`src/rtl/jk_seq_pkg.sv`:
```
// Shared types for the JK command sequencer: command opcodes, FSM states and the JK cell rule.
package jk_seq_pkg;

  localparam int unsigned JK_WIDTH_DEF = 8;
  localparam int unsigned JK_CNT_W_DEF = 4;
  localparam int unsigned JK_OP_W      = 2;

  typedef enum logic [JK_OP_W-1:0] {
    OP_HOLD   = 2'b00,
    OP_RESET  = 2'b01,
    OP_SET    = 2'b10,
    OP_TOGGLE = 2'b11
  } op_e;

  typedef enum logic [1:0] {
    ST_IDLE  = 2'b00,
    ST_APPLY = 2'b01,
    ST_DONE  = 2'b10
  } state_e;

  // Bitwise JK next-state: 00 hold, 01 clear, 10 set, 11 toggle.
  function automatic logic [31:0] jk_next(input logic [31:0] j, input logic [31:0] k,
                                          input logic [31:0] q);
    return (j & ~q) | (~k & q);
  endfunction

endpackage

```
`src/rtl/jk_bank.sv`:
```
// Bank of WIDTH JK flip-flops with asynchronous active-low clear.
module jk_bank
  import jk_seq_pkg::*;
#(
  parameter int unsigned WIDTH = JK_WIDTH_DEF
) (
  input  logic             clk,
  input  logic             n_rst,
  input  logic [WIDTH-1:0] j,
  input  logic [WIDTH-1:0] k,
  output logic [WIDTH-1:0] q
);

  logic [WIDTH-1:0] q_q;
  logic [WIDTH-1:0] q_d;

  always_comb begin
    q_d = WIDTH'(jk_next(32'(j), 32'(k), 32'(q_q)));
  end

  always_ff @(posedge clk or negedge n_rst) begin
    if (!n_rst) begin
      q_q <= '0;
    end else begin
      q_q <= q_d;
    end
  end

  assign q = q_q;

endmodule

```
`src/rtl/jk_cmd_sequencer.sv`:
```
// Command-driven controller for a JK bank: HOLD/RESET/SET/TOGGLE on masked cells for N edges.
// Optional abort support is compiled in with JKSEQ_ABORT_EN.
module jk_cmd_sequencer
  import jk_seq_pkg::*;
#(
  parameter int unsigned WIDTH = JK_WIDTH_DEF,
  parameter int unsigned CNT_W = JK_CNT_W_DEF
) (
  input  logic             clk,
  input  logic             n_rst,
  input  logic             cmd_valid,
  output logic             cmd_ready,
  input  logic [1:0]       cmd_op,
  input  logic [WIDTH-1:0] cmd_mask,
  input  logic [CNT_W-1:0] cmd_len,
  output logic             busy,
  output logic             done,
`ifdef JKSEQ_ABORT_EN
  input  logic             abort,
  output logic             aborted,
`endif
  output logic [WIDTH-1:0] q
);

  state_e           state_q, state_d;
  op_e              op_q, op_d;
  logic [WIDTH-1:0] mask_q, mask_d;
  logic [CNT_W-1:0] cnt_q, cnt_d;
  logic             done_q, done_d;
  logic             busy_q, busy_d;
  logic             cmd_ready_q, cmd_ready_d;
  logic [WIDTH-1:0] j_c, k_c;
  logic             abort_c;

`ifdef JKSEQ_ABORT_EN
  assign abort_c = abort;
`else
  assign abort_c = 1'b0;
`endif

  // Next state, command latches and bank drive.
  always_comb begin
    state_d = state_q;
    op_d    = op_q;
    mask_d  = mask_q;
    cnt_d   = cnt_q;
    j_c     = '0;
    k_c     = '0;

    case (state_q)
      ST_IDLE: begin
        if (cmd_valid) begin
          op_d    = op_e'(cmd_op);
          mask_d  = cmd_mask;
          cnt_d   = (cmd_len == '0) ? '0 : cmd_len - CNT_W'(1);
          state_d = ST_APPLY;
        end
      end
      ST_APPLY: begin
        if (abort_c) begin
          // Abort suppresses this edge's update and finishes early.
          state_d = ST_DONE;
        end else begin
          case (op_q)
            OP_RESET:  k_c = mask_q;
            OP_SET:    j_c = mask_q;
            OP_TOGGLE: begin
              j_c = mask_q;
              k_c = mask_q;
            end
            default: ;
          endcase
          if (cnt_q == '0) begin
            state_d = ST_DONE;
          end else begin
            cnt_d = cnt_q - CNT_W'(1);
          end
        end
      end
      ST_DONE: begin
        state_d = ST_IDLE;
      end
      default: begin
        state_d = ST_IDLE;
      end
    endcase

    done_d      = (state_d == ST_DONE);
    busy_d      = (state_d != ST_IDLE);
    cmd_ready_d = (state_d == ST_IDLE);
  end

  always_ff @(posedge clk or negedge n_rst) begin
    if (!n_rst) begin
      state_q     <= ST_IDLE;
      op_q        <= OP_HOLD;
      mask_q      <= '0;
      cnt_q       <= '0;
      done_q      <= 1'b0;
      busy_q      <= 1'b0;
      cmd_ready_q <= 1'b1;
    end else begin
      state_q     <= state_d;
      op_q        <= op_d;
      mask_q      <= mask_d;
      cnt_q       <= cnt_d;
      done_q      <= done_d;
      busy_q      <= busy_d;
      cmd_ready_q <= cmd_ready_d;
    end
  end

`ifdef JKSEQ_ABORT_EN
  logic aborted_q, aborted_d;

  // Only an abort seen in APPLY leads into DONE, so aborted is never high without done.
  always_comb begin
    aborted_d = (state_q == ST_APPLY) && abort_c;
  end

  always_ff @(posedge clk or negedge n_rst) begin
    if (!n_rst) begin
      aborted_q <= 1'b0;
    end else begin
      aborted_q <= aborted_d;
    end
  end

  assign aborted = aborted_q;
`endif

  assign done      = done_q;
  assign busy      = busy_q;
  assign cmd_ready = cmd_ready_q;

  jk_bank #(
    .WIDTH(WIDTH)
  ) u_bank (
    .clk  (clk),
    .n_rst(n_rst),
    .j    (j_c),
    .k    (k_c),
    .q    (q)
  );

endmodule

```
`config.mk`:
```
export PLATFORM = sky130hd
export DESIGN_NAME = jk_cmd_sequencer
export DESIGN_NICKNAME = d
export VERILOG_FILES = /design/src/rtl/jk_seq_pkg.sv /design/src/rtl/jk_bank.sv /design/src/rtl/jk_cmd_sequencer.sv
export SDC_FILE = /design/constraint.sdc
export NUM_CORES = 1
export LEC_CHECK = 0
export BUFFER_PORTS_ARGS = -buffer_cell sky130_fd_sc_hd__buf_2
export CELL_PAD_IN_SITES_DETAIL_PLACEMENT = 0
export CELL_PAD_IN_SITES_GLOBAL_PLACEMENT = 1
export CORE_ASPECT_RATIO = 2
export CORE_UTILIZATION = 40
export CTS_BUF_LIST = sky130_fd_sc_hd__clkbuf_4 sky130_fd_sc_hd__clkbuf_8
export CTS_CLUSTER_SIZE = 14
export DETAILED_ROUTE_END_ITERATION = 8
export PLACE_DENSITY = 0.76
export SYNTH_ARGS = -nofsm -noshare
export SYNTH_HDL_FRONTEND = slang
export SYNTH_SLANG_ARGS = --single-unit
```
`constraint.sdc`:
```
create_clock -name clk -period 2.2 [get_ports clk]
set_clock_uncertainty 0.1 [all_clocks]
set_input_delay 0.11 -clock clk [delete_from_list [all_inputs] [get_ports clk]]
set_output_delay 0.11 -clock clk [all_outputs]
set_load 0.03 [all_outputs]
```
==> impl_metrics.env, run 1 <==
export IMPL_status="completed"
export IMPL_clockRootBuffer="clkbuf_8"
export IMPL_gp_congestion=0.777
export IMPL_ys_seq_area_share_pct=57.6
export IMPL_drt_iter0_drc=19
export IMPL_syn_nets=115
export IMPL_intPower_w=0.00131
export IMPL_holdPathStages=3
export IMPL_grt_pass1_vias=847
export IMPL_r2r_start="state_q[0]"
export IMPL_io_buffers=27
export IMPL_p_leak_nw=0.672
export IMPL_yosys_area_top_type="dfrtp_1"
export IMPL_reg2reg_to="mask_q[7]"
export IMPL_io_pins=28
export IMPL_rsz0062_at_grt="no"
export IMPL_antenna_found_initial=0
export IMPL_hp_class="primary input to flop"
export IMPL_period_share_pct=77.2
export IMPL_final_nets=156
export IMPL_ys_seq_elements=27
export IMPL_crit_path_max_fanout=8
export IMPL_power_frac_seq_pct=42.2
export IMPL_slowest_stage="dfrtp_1"
export IMPL_peakVddDrop_v=0.000666
export IMPL_tritoncts="done"
export IMPL_post_cts_repair_setup_buffers=0
export IMPL_grt_use_met1_pct=19.1
export IMPL_grt_usage_pct=16.8
export IMPL_critical_path_buf_inv_count=1
export IMPL_rrSetupSlack_ps=500
export IMPL_power_w=0.00220
export IMPL_synth_flop_cell="dfrtp_1"
export IMPL_r2r_cells=3
export IMPL_setup_violations=0
export IMPL_cts_buffers=3
export IMPL_wire_per_inst_microns=14.3
export IMPL_multi_input_area_sq_um=460
export IMPL_final_hold_viol_count=0
export IMPL_cp_arrival_ps=1740
export IMPL_hp_start="cmd_len[3]"
export IMPL_seqCellArea_sq_um=677
export IMPL_cts_max_level=1
export IMPL_vias_per_cell=5.39
export IMPL_yosysUniqueCellTypes=34
export IMPL_syn_mean_instance_area_sq_um=12.1
export IMPL_core_area_sq_mm=0.00277
export IMPL_syn_cell_area_sq_mm=0.00117
export IMPL_clkPwrFrac_pct=12.6
export IMPL_drv_cap=0
export IMPL_ant_nets=0
export IMPL_drcViolationCount=0
export IMPL_synth_most_common_cell="dfrtp_1"
export IMPL_switching_share_pct=40.5
export IMPL_tightest_slew_ps=585
export IMPL_setup_tns_ps=0
export IMPL_period_minus_slack_ps=1700
export IMPL_diodes=0
export IMPL_synth_area_leaders="dfrtp_1 (55%), mux2_2 (9.6%), a31oi_1 (4.3%)"
export IMPL_synth_edf_count=0
export IMPL_drv_slew=0
export IMPL_grt_max_degree=28
export IMPL_area_delta_synth_final_pct=27.7
export IMPL_slew_limit_headroom_pct=61.0
export IMPL_nFillCells=247
export IMPL_crit_type="flop to flop"
export IMPL_first_pass_iters=4
export IMPL_dp_final_hpwl_mm=1.73
export IMPL_startpoint="state_q[0]"
export IMPL_drive_gt1_share_pct=34.3
export IMPL_cp_top_family="flip-flops"
export IMPL_ys_top_cells_by_count="dfrtp_1 (26), mux2_2 (10), a21oi_1 (8), a31oi_1 (8), nor3_1 (5)"
export IMPL_gr_max_usage_layer="met2"
export IMPL_max_clock_freq_mhz=589
export IMPL_grt_overflow_total=0
export IMPL_netSwitchingPower_w=0.000892
export IMPL_initial_utilization_pct=42.4
export IMPL_numClockSinks=27
export IMPL_critPathMaxStageDelay_ps=470
export IMPL_pwr_share_comb_pct=45.2
export IMPL_synthCells=97
export IMPL_cp_start_kind="flop"
export IMPL_grt_first_pass_wirelength_mm=3.73
export IMPL_die_w_microns=40.3
export IMPL_met2_usage_pct=28.6
export IMPL_grt_util_met3_pct=2.54
export IMPL_hold_path_end="cnt_q[3]"
export IMPL_num_vias=894
export IMPL_clk_pin_slew_worst_paths_ps=90
export IMPL_crit_required_ps=2250
export IMPL_clockBufferDepth=2
export IMPL_synth_top_area_share_pct=55.4
export IMPL_die_h_microns=78.6
export IMPL_end_kind="flop"
export IMPL_path_cells="nor3b_1, buf_4, mux2_2"
export IMPL_cellPowerDensity_mw_per_mm2=1470
export IMPL_insertion_delay_ps=260
export IMPL_die_area_sq_mm=0.00317
export IMPL_async_flop_share_pct=100
export IMPL_synth_warnings=0
export IMPL_rows=27
export IMPL_wirelength_mm=2.38
[power groups by stage]
| stage | Sequential [W] | Combinational, W | Clock, W |
|---|---|---|---|
| after floorplan | 0.00110 | 0.000571 | 0 |
| after global placement | 0.000931 | 0.000969 | 0 |
| after detailed placement | 0.000939 | 0.000991 | 0 |
| after CTS | 0.000929 | 0.00101 | 0.000287 |
| after global routing | 0.000974 | 0.00110 | 0.000314 |
| final | 0.000930 | 0.000995 | 0.000277 |
[flip-flops by register name, summed over array words and instances (netlist names)]
register,count
busy,1
state_q,2
mask_q,8
done,1
u_bank.q,8
op_q,2
cmd_ready,1
cnt_q,4
[worst max-delay path by stage]
stage	endpoint	cells after the start
2_1_floorplan	cnt_q[2]	6
3_3_place_gp	mask_q[5]	3
3_5_place_dp	mask_q[2]	3
4_1_cts	mask_q[2]	3
5_1_grt	mask_q[7]	3
6_report	mask_q[7]	3
[repair_timing]
action	CTS	global route
resized for setup	0	0
endpoints found under the setup margin	0	0
hold endpoints to repair	37	0
hold buffers	12	0
[routing by layer]
metal	wire [microns]	share of wire (%)
met5	0	0
met1	1010	43
met2	1270	54
met3	60	2.5
met4	32	1.3
[layout by cell type, fill, tap and decap left out, drive strengths merged, types with 2 or more instances in the layout]
cell type,n
buf,28
dfrtp,26
dlygate4sd3,12
mux2,10
a21oi,8
a31oi,8
nor3,5
inv,4
clkbuf,4
o21ai,3
nand2,3
and2,2
nand2b,2
nor3b,2
o211ai,2
o21bai,2
[final cells by class]
type                       count  area share, %
sequential                    27           45.1
multi-input combinational     62           30.7
timing repair buffer          40           17.5
clock buffer                   4           3.25
tap                           29           2.42
inverter                       4           1.00
[through the flow]
stage | cells | worst slack (ps) | cell area, sq um | utilization (%) | hold WS, ps
after floorplan | 97 | 841 | 1170 | - | -286
after global placement | 150 | 543 | 1330 | 48.1 | 35.6
after detailed placement | 150 | 495 | 1330 | 48.1 | 45.8
after CTS | 166 | 479 | 1500 | 54.2 | 137
after global routing | 166 | 407 | 1500 | 54.2 | 138
final | 166 | 501 | 1500 | 54.2 | 132
[worst reg2reg max path: cells and delay by family (launching register included)]
family        cells  cell delay [ps]
buf+inv           1              250
flops             1              470
mux               1              350
simple gates      1              420
[cell families (layout without fill, tap and decap cells)]
logic type	count (synthesis)	count (layout)	synth area share (%)
AO/OA/AOI/OAI	29	29	16.4
multiplexers	10	10	9.58
adder cells (fa/ha/maj)	1	1	1.06
buffers and inverters	8	48	3.19
flip-flops	27	27	57.6
AND/OR/NAND/NOR	22	22	12.1
Power figures use the tool's default switching activity.
==> run 2: changes to the inputs <==
--- a/config.mk
+++ b/config.mk
@@ -5,6 +5,7 @@
 export SDC_FILE = /design/constraint.sdc
 export NUM_CORES = 1
 export LEC_CHECK = 0
+export ABC_AREA = 1
 export BUFFER_PORTS_ARGS = -buffer_cell sky130_fd_sc_hd__buf_2
 export CELL_PAD_IN_SITES_DETAIL_PLACEMENT = 0
 export CELL_PAD_IN_SITES_GLOBAL_PLACEMENT = 1
@@ -13,7 +14,7 @@
 export CTS_BUF_LIST = sky130_fd_sc_hd__clkbuf_4 sky130_fd_sc_hd__clkbuf_8
 export CTS_CLUSTER_SIZE = 14
 export DETAILED_ROUTE_END_ITERATION = 8
-export PLACE_DENSITY = 0.76
+export PLACE_DENSITY = 0.8
 export SYNTH_ARGS = -nofsm -noshare
 export SYNTH_HDL_FRONTEND = slang
 export SYNTH_SLANG_ARGS = --single-unit
==> constraint.sdc (replaced) <==
create_clock -name clk -period 1.7 [get_ports clk]
set_clock_uncertainty 0.1 [all_clocks]
set_input_delay 0.085 -clock clk [delete_from_list [all_inputs] [get_ports clk]]
set_output_delay 0.085 -clock clk [all_outputs]
set_load 0.03 [all_outputs]
==> impl_metrics.env, run 2 <==
export IMPL_clockBufferDepth=2
export IMPL_end_kind="flop"
export IMPL_nFillCells=278
export IMPL_synth_area_leaders="dfrtp_1 (54%), nand2_1 (16%), o21ai_0 (6.2%)"
export IMPL_startpoint="cnt_q[0]"
export IMPL_ys_seq_area_share_pct=56.0
export IMPL_synth_top_area_share_pct=53.8
export IMPL_hp_start="cmd_len[3]"
export IMPL_yosys_area_top_type="dfrtp_1"
export IMPL_grt_first_pass_wirelength_mm=4.22
export IMPL_stdcell_area_sq_mm=0.00152
export IMPL_core_area_sq_mm=0.00280
export IMPL_grt_max_degree=28
export IMPL_final_nets=200
export IMPL_drive_gt1_share_pct=21.0
export IMPL_status="completed"
export IMPL_p_leak_nw=0.798
export IMPL_cp_arrival_ps=1530
export IMPL_period_minus_slack_ps=1470
export IMPL_die_h_microns=79.7
export IMPL_cts_max_level=1
export IMPL_tightest_slew_ps=601
export IMPL_die_area_sq_mm=0.00326
export IMPL_cellPowerDensity_mw_per_mm2=1880
export IMPL_rows=27
export IMPL_hp_class="primary input to flop"
export IMPL_syn_nets=158
export IMPL_drt_iter0_drc=21
export IMPL_wire_per_inst_microns=12.3
export IMPL_syn_mean_instance_area_sq_um=8.63
export IMPL_crit_type="flop to flop"
export IMPL_slew_limit_headroom_pct=60.0
export IMPL_syn_cell_area_sq_mm=0.00121
export IMPL_numClockSinks=27
export IMPL_clk_pin_slew_worst_paths_ps=80
export IMPL_crit_path_max_fanout=7
export IMPL_crit_required_ps=1760
export IMPL_diodes=0
export IMPL_final_cell_mix="nand2_1 (52), buf_2 (27), dfrtp_1 (26), o21ai_0 (15), inv_1 (13)"
export IMPL_setup_tns_ps=0
export IMPL_drv_cap=0
export IMPL_ys_top_cells_by_count="nand2_1 (52), dfrtp_1 (26), o21ai_0 (15), inv_1 (13), nand3_1 (12)"
export IMPL_io_buffers=27
export IMPL_insertion_delay_ps=270
export IMPL_synth_flop_cell="dfrtp_1"
export IMPL_drcViolationCount=0
export IMPL_setup_violations=0
export IMPL_seqCellArea_sq_um=677
export IMPL_max_clock_freq_mhz=682
export IMPL_final_common_cell="nand2_1"
export IMPL_place_area_sq_mm=0.00136
export IMPL_rsz0062_at_grt="no"
export IMPL_synth_warnings=0
export IMPL_cts_resized_gates=0
export IMPL_multi_input_area_sq_um=445
export IMPL_antenna_found_initial=0
export IMPL_period_share_pct=86.2
export IMPL_io_pins=28
export IMPL_cp_start_kind="flop"
export IMPL_tritoncts="done"
export IMPL_post_cts_repair_setup_buffers=0
export IMPL_num_vias=1064
export IMPL_synth_edf_count=0
export IMPL_wirelength_mm=2.58
export IMPL_r2r_start="cnt_q[0]"
export IMPL_utilization_pct=54.2
export IMPL_peakVddDrop_v=0.00104
export IMPL_synth_most_common_cell="nand2_1"
export IMPL_grt_overflow_total=0
export IMPL_synthCells=140
export IMPL_grt_usage_pct=18.9
export IMPL_die_w_microns=40.9
export IMPL_initial_utilization_pct=43.1
export IMPL_ant_nets=0
export IMPL_async_flop_share_pct=100
export IMPL_final_hold_viol_count=0
export IMPL_dp_final_hpwl_mm=1.83
export IMPL_ys_seq_elements=27
export IMPL_gp_congestion=0.675
export IMPL_first_pass_iters=4
export IMPL_cts_buffers=3
export IMPL_grt_pass1_vias=1047
export IMPL_area_delta_synth_final_pct=25.8
export IMPL_vias_per_cell=5.07
export IMPL_clockRootBuffer="clkbuf_8"
export IMPL_drv_slew=0
export IMPL_yosysUniqueCellTypes=14
run 2: cell count changes after synthesis, moves of 5 or more:
cell     change
nand2_1     +50
inv_1       +10
nor2_1       +5
a21oi_1      -8
mux2_2      -10
nand3_1     +11
o21ai_0     +12
o31ai_1      +6
a31oi_1      -8
nor3_1       -5
run 2: final timing paths:
kind / end / slack, ps / cells past startpoint
max in group asynchronous: state_q[0] / 860 / 2
min: cnt_q[3] / 70 / 5
min reg2reg: u_bank.q[1] / 380 / 1
min in group asynchronous: u_bank.q[6] / 250 / 2
max reg2reg: cnt_q[2] / 230 / 7
max: cnt_q[2] / 230 / 7
run 2: cell type report:
class / instances / area share, %
repair buffers: 40 / 17.1
flip-flops and latches: 27 / 44.5
clock buffers: 4 / 3.21
well taps: 29 / 2.39
inverters: 14 / 3.46
multi-input cells: 96 / 29.3
run 2: per-layer routing:
metal	vias to the layer above	global-route usage [%]	part of all wire (%)
met5	-	0	0
met1	508	17.8	39
met4	0	9.00	2.4
li1	529	-	-
met3	5	1.67	2.6
met2	22	35.3	56
run 2: cells by family (layout without fill, tap and decap cells):
group           count (synthesis)  after routing  synth area share, %
compound gates                 22             22                 10.6
fa+ha+maj                       1              1                 1.04
buf+inv                        17             58                 7.14
flops                          27             27                 56.0
simple gates                   73             73                 25.3
run 2: critical path: stages, from the launching register on:
cell and delay [ps]:
dfrtp_1 390, inv_1 120, ha_1 210, nand3_1 140
nand2_1 120, nand2_2 110, nand3_1 100, o21ai_0 70
run 2: repair_timing:
item,CTS,global route
endpoints found under the hold margin,36,0
endpoints found under the setup margin,0,0
hold buffers,11,0
run 2: where the power goes:
group | internal, W | leakage [nW] | switching [W]
clock network | 0.000184 | 0.0262 | 0.000183
registers | 0.000961 | 0.332 | 0.000169
logic | 0.000428 | 0.440 | 0.000935
total | 0.00157 | 0.798 | 0.00129
run 2: per-stage QoR:
| step | total power (W) | hold WS (ps) | worst slack, ps | std cells |
|---|---|---|---|---|
| after floorplan | 0.00216 | -311 | 421 | 140 |
| after global routing | 0.00312 | 98.5 | 98.1 | 210 |
| after global placement | 0.00247 | 23.6 | 243 | 195 |
| final | 0.00286 | 71.6 | 234 | 210 |
| after CTS | 0.00291 | 62.6 | 214 | 210 |
| after detailed placement | 0.00251 | 24.7 | 234 | 195 |
==> run 3: changes to the inputs <==
==> constraint.sdc (replaced) <==
create_clock -name clk -period 1.4 [get_ports clk]
set_clock_uncertainty 0.1 [all_clocks]
set_input_delay 0.07 -clock clk [delete_from_list [all_inputs] [get_ports clk]]
set_output_delay 0.07 -clock clk [all_outputs]
set_load 0.03 [all_outputs]
==> impl_metrics.env, run 3 (synthesis results as in run 2) <==
export IMPL_crit_type="flop to flop"
export IMPL_diodes=0
export IMPL_grt_pass1_vias=999
export IMPL_io_buffers=27
export IMPL_slew_limit_headroom_pct=61.2
export IMPL_period_minus_slack_ps=1310
export IMPL_clockBufferDepth=2
export IMPL_gp_congestion=0.728
export IMPL_drv_slew=0
export IMPL_die_h_microns=79.7
export IMPL_critical_path_buf_inv_count=1
export IMPL_crit_required_ps=1460
export IMPL_numClockSinks=27
export IMPL_rsz0062_at_grt="no"
export IMPL_critPathMaxStageDelay_ps=390
export IMPL_die_area_sq_mm=0.00326
export IMPL_num_vias=1048
export IMPL_nFillCells=283
export IMPL_max_clock_freq_mhz=763
export IMPL_tightest_slew_ps=582
export IMPL_wire_per_inst_microns=11.9
export IMPL_whs_ps=75.1
export IMPL_path_cells="inv_1, ha_4, nand3_2, nand2_2, nand2_2, nand3_1, o21ai_0"
export IMPL_drv_cap=0
export IMPL_hold_path_end="cnt_q[3]"
export IMPL_status="completed"
export IMPL_end_kind="flop"
export IMPL_antenna_found_initial=0
export IMPL_final_hold_viol_count=0
export IMPL_vias_per_cell=4.94
export IMPL_r2r_start="cnt_q[0]"
export IMPL_die_w_microns=40.9
export IMPL_utilization_pct=56.4
export IMPL_clockRootBuffer="clkbuf_8"
export IMPL_dp_final_hpwl_mm=1.83
export IMPL_setup_violations=0
export IMPL_period_share_pct=93.6
export IMPL_place_area_sq_mm=0.00140
export IMPL_power_frac_seq_pct=37.5
export IMPL_area_delta_synth_final_pct=30.7
export IMPL_cp_top_family="flip-flops"
export IMPL_final_cell_mix="nand2_1 (51), buf_2 (27), dfrtp_1 (26), o21ai_0 (14), inv_1 (13)"
export IMPL_crit_path_max_fanout=7
export IMPL_hp_class="primary input to flop"
export IMPL_final_common_cell="nand2_1"
export IMPL_p_leak_nw=0.812
export IMPL_met2_usage_pct=31.9
export IMPL_wirelength_mm=2.53
export IMPL_grt_overflow_total=0
export IMPL_drcViolationCount=0
export IMPL_cp_common_cell="nand2_2"
export IMPL_grt_usage_pct=18.0
export IMPL_cts_max_level=1
export IMPL_cp_start_kind="flop"
export IMPL_grt_use_met1_pct=18.5
export IMPL_grt_max_degree=28
export IMPL_ant_nets=0
export IMPL_initial_utilization_pct=43.1
export IMPL_switching_share_pct=44.6
export IMPL_clkPwrFrac_pct=12.0
export IMPL_netSwitchingPower_w=0.00164
export IMPL_first_pass_iters=4
export IMPL_grt_first_pass_wirelength_mm=4.00
export IMPL_cellPowerDensity_mw_per_mm2=2320
export IMPL_clk_pin_slew_worst_paths_ps=100
export IMPL_holdPathStages=5
export IMPL_reg2reg_to="cnt_q[2]"
export IMPL_rows=27
export IMPL_final_nets=202
export IMPL_r2r_cells=7
export IMPL_pwr_share_comb_pct=50.4
export IMPL_setup_tns_ps=0
export IMPL_rrSetupSlack_ps=90
export IMPL_tritoncts="done"
export IMPL_stdcell_area_sq_mm=0.00158
export IMPL_gr_max_usage_layer="met2"
export IMPL_peakVddDrop_v=0.00142
export IMPL_hp_start="cmd_len[3]"
export IMPL_grt_util_met3_pct=2.51
export IMPL_slowest_stage="dfrtp_1"
export IMPL_core_area_sq_mm=0.00280
export IMPL_post_cts_repair_setup_buffers=0
export IMPL_cts_buffers=3
export IMPL_drt_iter0_drc=23
export IMPL_cp_arrival_ps=1370
export IMPL_drive_gt1_share_pct=23.5
export IMPL_intPower_w=0.00203
export IMPL_insertion_delay_ps=270
export IMPL_io_pins=28
[run 3: changes by cell type in the layout (fill, tap and decap cells not counted), sizes merged]
cell      delta
clkbuf       -1
clkinvlp     +1
buf          +2
[run 3: power by group through the flow]
| stage | registers [W] | logic (W) | clock network, W |
|---|---|---|---|
| 6_report | 0.00138 | 0.00185 | 0.000441 |
| 5_1_grt | 0.00143 | 0.00206 | 0.000479 |
| 4_1_cts | 0.00138 | 0.00181 | 0.000452 |
| 3_5_place_dp | 0.00139 | 0.00178 | 0 |
| 3_3_place_gp | 0.00138 | 0.00174 | 0 |
| 2_1_floorplan | 0.00166 | 0.000961 | 0 |
[run 3: tightest hold or removal path, stage by stage]
cell	delay (ps)
buf_2	100
nand3_1	80
nand2_1	70
nand2_1	50
nand2_1	50
[run 3: cell type report]
cell class	count	area, sq um	area share, %
clock buffers	3	41.3	2.61
repair buffers	42	300	19.0
well taps	29	36.3	2.30
flip-flops and latches	27	677	42.8
inverters	14	52.6	3.33
multi-input cells	96	465	29.5
clock inverters	1	7.51	0.475
[run 3: worst max-delay path by stage]
stage | start | to | slack, ps | cells after the start
CTS | cnt_q[0] | cnt_q[2] | 20 | 7
floorplan | cnt_q[0] | cnt_q[2] | 120 | 7
global route | cnt_q[0] | cnt_q[1] | 8 | 7
detailed placement | cnt_q[0] | cnt_q[2] | 40 | 7
finish | cnt_q[0] | cnt_q[2] | 90 | 7
global placement | cnt_q[0] | cnt_q[2] | 100 | 7
[run 3: through the flow]
stage | total power [W] | setup slack (ps) | instances
final | 0.00367 | 90.1 | 212
after CTS | 0.00364 | 18.6 | 212
after detailed placement | 0.00317 | 35.8 | 197
after global routing | 0.00397 | 7.87 | 212
after floorplan | 0.00262 | 121 | 140
after global placement | 0.00312 | 97.4 | 197
[run 3: what timing repair did]
action / CTS / global route
setup endpoints to repair: 0 / 5
gates resized for setup: 0 / 5
hold buffers: 11 / 0
hold endpoints to repair: 36 / 0
[run 3: layer usage]
layer | part of all wire [%] | wire length, microns
met4 | 1.3 | 34
met1 | 41 | 1040
met5 | 0 | 0
met2 | 55 | 1390
met3 | 2.5 | 64
